**src/rtl/fifo_uart_tx.sv**
```systemverilog
// FIFO-fed UART transmitter: pops one word per frame from a show-ahead FIFO and
// sends it as start(0), DATA_WIDTH data bits LSB first, stop(1).
module fifo_uart_tx #(
    parameter int DATA_WIDTH      = 8,
    parameter int CLOCKS_PER_BAUD = 1085
) (
    input  logic                  clk,
    input  logic                  rst_n,
    input  logic                  tx_en,
    input  logic                  fifo_empty,
    input  logic [DATA_WIDTH-1:0] fifo_dout,
    output logic                  fifo_rd_en,
    output logic                  serial_out,
    output logic                  busy,
    output logic                  frame_done
);

    localparam int CNT_W = (CLOCKS_PER_BAUD > 1) ? $clog2(CLOCKS_PER_BAUD) : 1;
    localparam int IDX_W = (DATA_WIDTH > 1) ? $clog2(DATA_WIDTH) : 1;

    localparam logic [CNT_W-1:0] CNT_LAST = CNT_W'(CLOCKS_PER_BAUD - 1);
    localparam logic [IDX_W-1:0] IDX_LAST = IDX_W'(DATA_WIDTH - 1);

    localparam logic [1:0] IDLE  = 2'd0;
    localparam logic [1:0] START = 2'd1;
    localparam logic [1:0] DATA  = 2'd2;
    localparam logic [1:0] STOP  = 2'd3;

    logic [1:0]            state;
    logic [1:0]            state_nxt;
    logic [CNT_W-1:0]      baud_cnt;
    logic [IDX_W-1:0]      bit_idx;
    logic [IDX_W-1:0]      bit_idx_nxt;
    logic [DATA_WIDTH-1:0] shift_reg;
    logic                  serial_nxt;
    logic                  bit_end;

    assign bit_end     = (baud_cnt == CNT_LAST);
    assign bit_idx_nxt = bit_idx + IDX_W'(1);

    // The pop is only offered from IDLE, so at most one word is in flight.
    assign fifo_rd_en = (state == IDLE) && tx_en && !fifo_empty;
    assign busy       = (state != IDLE);
    assign frame_done = (state == STOP) && bit_end;

    // serial_nxt is the line level for the coming cycle, so serial_out is
    // registered and changes exactly on bit boundaries.
    always_comb begin
        // NOTE: defaults first, so every path assigns both outputs and no latch is inferred.
        state_nxt  = state;
        serial_nxt = serial_out;
        case (state)
            IDLE: begin
                serial_nxt = 1'b1;
                if (fifo_rd_en) begin
                    state_nxt  = START;
                    serial_nxt = 1'b0;
                end
            end
            START: begin
                if (bit_end) begin
                    state_nxt  = DATA;
                    serial_nxt = shift_reg[0];
                end
            end
            DATA: begin
                if (bit_end) begin
                    if (bit_idx == IDX_LAST) begin
                        state_nxt  = STOP;
                        serial_nxt = 1'b1;
                    end else begin
                        serial_nxt = shift_reg[bit_idx_nxt];
                    end
                end
            end
            STOP: begin
                if (bit_end) begin
                    state_nxt  = IDLE;
                    serial_nxt = 1'b1;
                end
            end
            default: begin
                state_nxt  = IDLE;
                serial_nxt = 1'b1;
            end
        endcase
    end

    always_ff @(posedge clk or negedge rst_n) begin
        if (!rst_n) begin
            state      <= IDLE;
            serial_out <= 1'b1;
            baud_cnt   <= '0;
            bit_idx    <= '0;
            shift_reg  <= '0;
        end else begin
            // NOTE: non-blocking so every register samples pre-edge values.
            state      <= state_nxt;
            serial_out <= serial_nxt;

            if (fifo_rd_en) begin
                shift_reg <= fifo_dout;
            end

            if (state == IDLE || bit_end) begin
                baud_cnt <= '0;
            end else begin
                baud_cnt <= baud_cnt + CNT_W'(1);
            end

            // Index only advances in DATA; it re-arms at 0 for the next frame.
            if (state != DATA) begin
                bit_idx <= '0;
            end else if (bit_end) begin
                bit_idx <= bit_idx_nxt;
            end
        end
    end

endmodule

```
**config.mk**
```make
export PLATFORM = sky130hd
export DESIGN_NAME = fifo_uart_tx
export DESIGN_NICKNAME = d
export VERILOG_FILES = /design/src/rtl/fifo_uart_tx.sv
export SDC_FILE = /design/constraint.sdc
export NUM_CORES = 1
export LEC_CHECK = 0
export ABC_CLOCK_PERIOD_IN_PS = 4800
export CAP_MARGIN = 20
export CORE_MARGIN = 2
export CORE_UTILIZATION = 39
export DETAILED_ROUTE_END_ITERATION = 6
export SLEW_MARGIN = 10
export SYNTH_ARGS = -nofsm -noshare
export SYNTH_HDL_FRONTEND = slang
export SYNTH_SLANG_ARGS = --single-unit
```
**constraint.sdc**
```tcl
create_clock -name clk -period 4.8 [get_ports clk]
set_input_delay 0.96 -clock clk [delete_from_list [all_inputs] [get_ports clk]]
set_output_delay 0.96 -clock clk [all_outputs]
set_load 0.01 [all_outputs]
```
==> impl_metrics.env <==
export IMPL_status="finished, final reports clean"
export IMPL_critPathMaxStageDelay_ns=0.57
export IMPL_period_needed_ns=3.657
export IMPL_powerDensity_mw_per_mm2=210.6
export IMPL_instances_no_fill=190
export IMPL_gp_congestion=0.8291
export IMPL_cts_root_buf="clkbuf_4"
export IMPL_worstSetupPathType="input port to primary output"
export IMPL_drive_gt1_share_pct=5.479
export IMPL_synth_edf_count=0
export IMPL_fp_row_count=20
export IMPL_fin_crit_sh_pct=76.19
export IMPL_setup_viol=0
export IMPL_maxClockFrequency_ghz=0.2734
export IMPL_dp_cells=186
export IMPL_skew_ns=0.009454
export IMPL_syn2layout_area_growth_pct=17.19
export IMPL_async_flop_share_pct=100.0
export IMPL_worstPathRequired_ns=3.84
export IMPL_clock_sink_count=25
export IMPL_cts_made_buffers=3
export IMPL_syn_area_per_cell_sq_um=10.18
export IMPL_final_nets=168
export IMPL_drv_cap=0
export IMPL_tns_ns=0
export IMPL_tightest_slew_ns=0.4335
export IMPL_cp_start_kind="input port"
export IMPL_drt_iter0_markers=34
export IMPL_synth_seq_area_share_pct=48.13
export IMPL_largest_reg_flops=11
export IMPL_die_area_sq_mm=0.003818
export IMPL_drtPass1Iterations=5
export IMPL_dp_hpwl_microns=1741
export IMPL_grt_setup_unrepaired="no"
export IMPL_num_vias=948
export IMPL_cts_resized=0
export IMPL_clk_latency_ns=0.32
export IMPL_ir_drop_uv=133.1
export IMPL_io_buffers=15
export IMPL_initial_core_util_pct=41.98
export IMPL_slew_viol_final=0
export IMPL_syn_inst=128
export IMPL_wl_per_cell_microns=12.85
export IMPL_slew_limit_headroom_pct=71.02
export IMPL_antenna_cells=0
export IMPL_path_max_fanout=11
export IMPL_critPathSlowestCell="clkdlybuf4s50_1"
export IMPL_cts_hold_buffers=0
export IMPL_ys_types=30
export IMPL_die_w_microns=61.79
export IMPL_cts_tree="built"
export IMPL_coreArea_sq_mm=0.003103
export IMPL_clock_path_buffers=2
export IMPL_finalHoldViolations=0
export IMPL_ys_ff_latch=25
export IMPL_arrival_ns=2.70
export IMPL_crit_chain="clkdlybuf4s50_1 > nand3b_1 > clkinv_1 > clkdlybuf4s50_1"
export IMPL_pin_count=16
export IMPL_chipHeight_microns=61.79
export IMPL_grt_pass1_wl_microns=4229
export IMPL_synth_area_sq_mm=0.001302
export IMPL_leakage_nw=0.7321
export IMPL_hp_class="flip-flop to flip-flop"
export IMPL_yosysWarnings=0
export IMPL_clk_pin_slew_ns=0.13
export IMPL_drc=0
export IMPL_crit_path_end_kind="primary output"
export IMPL_cts_setup_buffers=0
export IMPL_grt_pass1_vias=934
export IMPL_ys_flop_type="dfrtp_1"
export IMPL_antenna_found_initial=0
export IMPL_cts_htree_levels=1
export IMPL_grt_overflow_total=0
export IMPL_synth_nets=149
export IMPL_grt_usage_pct=15.11
export IMPL_worst_path_most_repeated_cell="clkdlybuf4s50_1"
export IMPL_wl_microns=2441
export IMPL_routed_via_density=4.989
export IMPL_postRouteAntennaNets=0
export IMPL_grt_max_degree=26
-- cells in the mapped netlist (2+ instances only) --
master     instances  area [sq um]
and3_1             2         12.51
nor2_1            14         52.55
inv_1              8         30.03
nand4_1            3         18.77
xor2_1             4         35.03
mux2i_1            3         30.03
ha_1               9         112.6
a22oi_1            2         15.01
xnor2_1            6         52.55
mux4_2             2         45.04
nand3_1            2         10.01
a2111oi_0          2         17.52
dfrtp_1           24         600.6
nand2_1           29         108.9
nor2b_1            3         18.77
-- metal layers --
layer	wire (microns)	global-route usage [%]	up-vias
met5	0	0	-
met4	14	3.040	0
met3	117	5.383	4
met2	1187	26.92	24
met1	1121	17.56	453
li1	-	-	467
-- layout make-up --
| cell class | count | area [sq um] |
|---|---|---|
| clock buffers | 4 | 26.28 |
| fillers | 309 | 1577 |
| inverters | 9 | 33.78 |
| multi-input cells | 92 | 626.9 |
| flip-flops and latches | 25 | 626.9 |
| well taps | 44 | 55.05 |
| repair buffers | 16 | 157.7 |
-- metrics by stage --
stage	utilization, %	hold slack, ns	power, mW	setup WS, ns	area (sq um)
floorplan	-	0.4403	0.2149	2.214	1303
global placement	48.35	0.4569	0.2285	1.176	1500
detailed placement	48.35	0.4633	0.2288	1.137	1500
CTS	49.19	0.4957	0.3258	1.128	1526
global route	49.19	0.5111	0.3359	0.9643	1526
finish	49.19	0.4887	0.3215	1.143	1526
-- path summary, 6_finish.rpt --
path                         startpoint            to  slack, ns  depth (start not counted)
min in group asynchronous         rst_n   baud_cnt[0]       0.98                          2
setup / recovery             fifo_empty    fifo_rd_en       1.14                          4
hold reg to reg            shift_reg[2]  shift_reg[2]       0.49                          2
hold / removal             shift_reg[2]  shift_reg[2]       0.49                          2
setup reg to reg            baud_cnt[0]      state[1]       2.56                          6
max in group asynchronous         rst_n    serial_out       3.52                          2
-- power by group --
group          switching [mW]  internal, mW
registers                   0         0.211
clock network          0.0646        0.0326
logic                 0.00523       0.00845
total                  0.0698         0.252
-- cell families after synthesis --
family	share of synthesized area, %
buf+inv	3.746
compound gates	4.707
flops	48.13
mux	6.916
xor+xnor	6.724
fa+ha+maj	8.646
simple gates	21.13
-- layout by cell type, fill, tap and decap left out, types with 2 or more instances in the layout --
master	instances
ha_1	9
nand4_1	3
xor2_1	4
a22oi_1	2
nand3_1	2
clkbuf_4	3
nor2_1	14
xnor2_1	6
nor2b_1	3
and3_1	2
mux4_2	2
dfrtp_1	24
a2111oi_0	2
inv_1	8
mux2i_1	3
nand2_1	29
clkdlybuf4s50_1	15
-- critical path, delay by kind of cell --
family,cells,cell delay [ns]
simple gates,1,0.34
buf+inv,3,1.38
(Power assumes the default switching activity.)
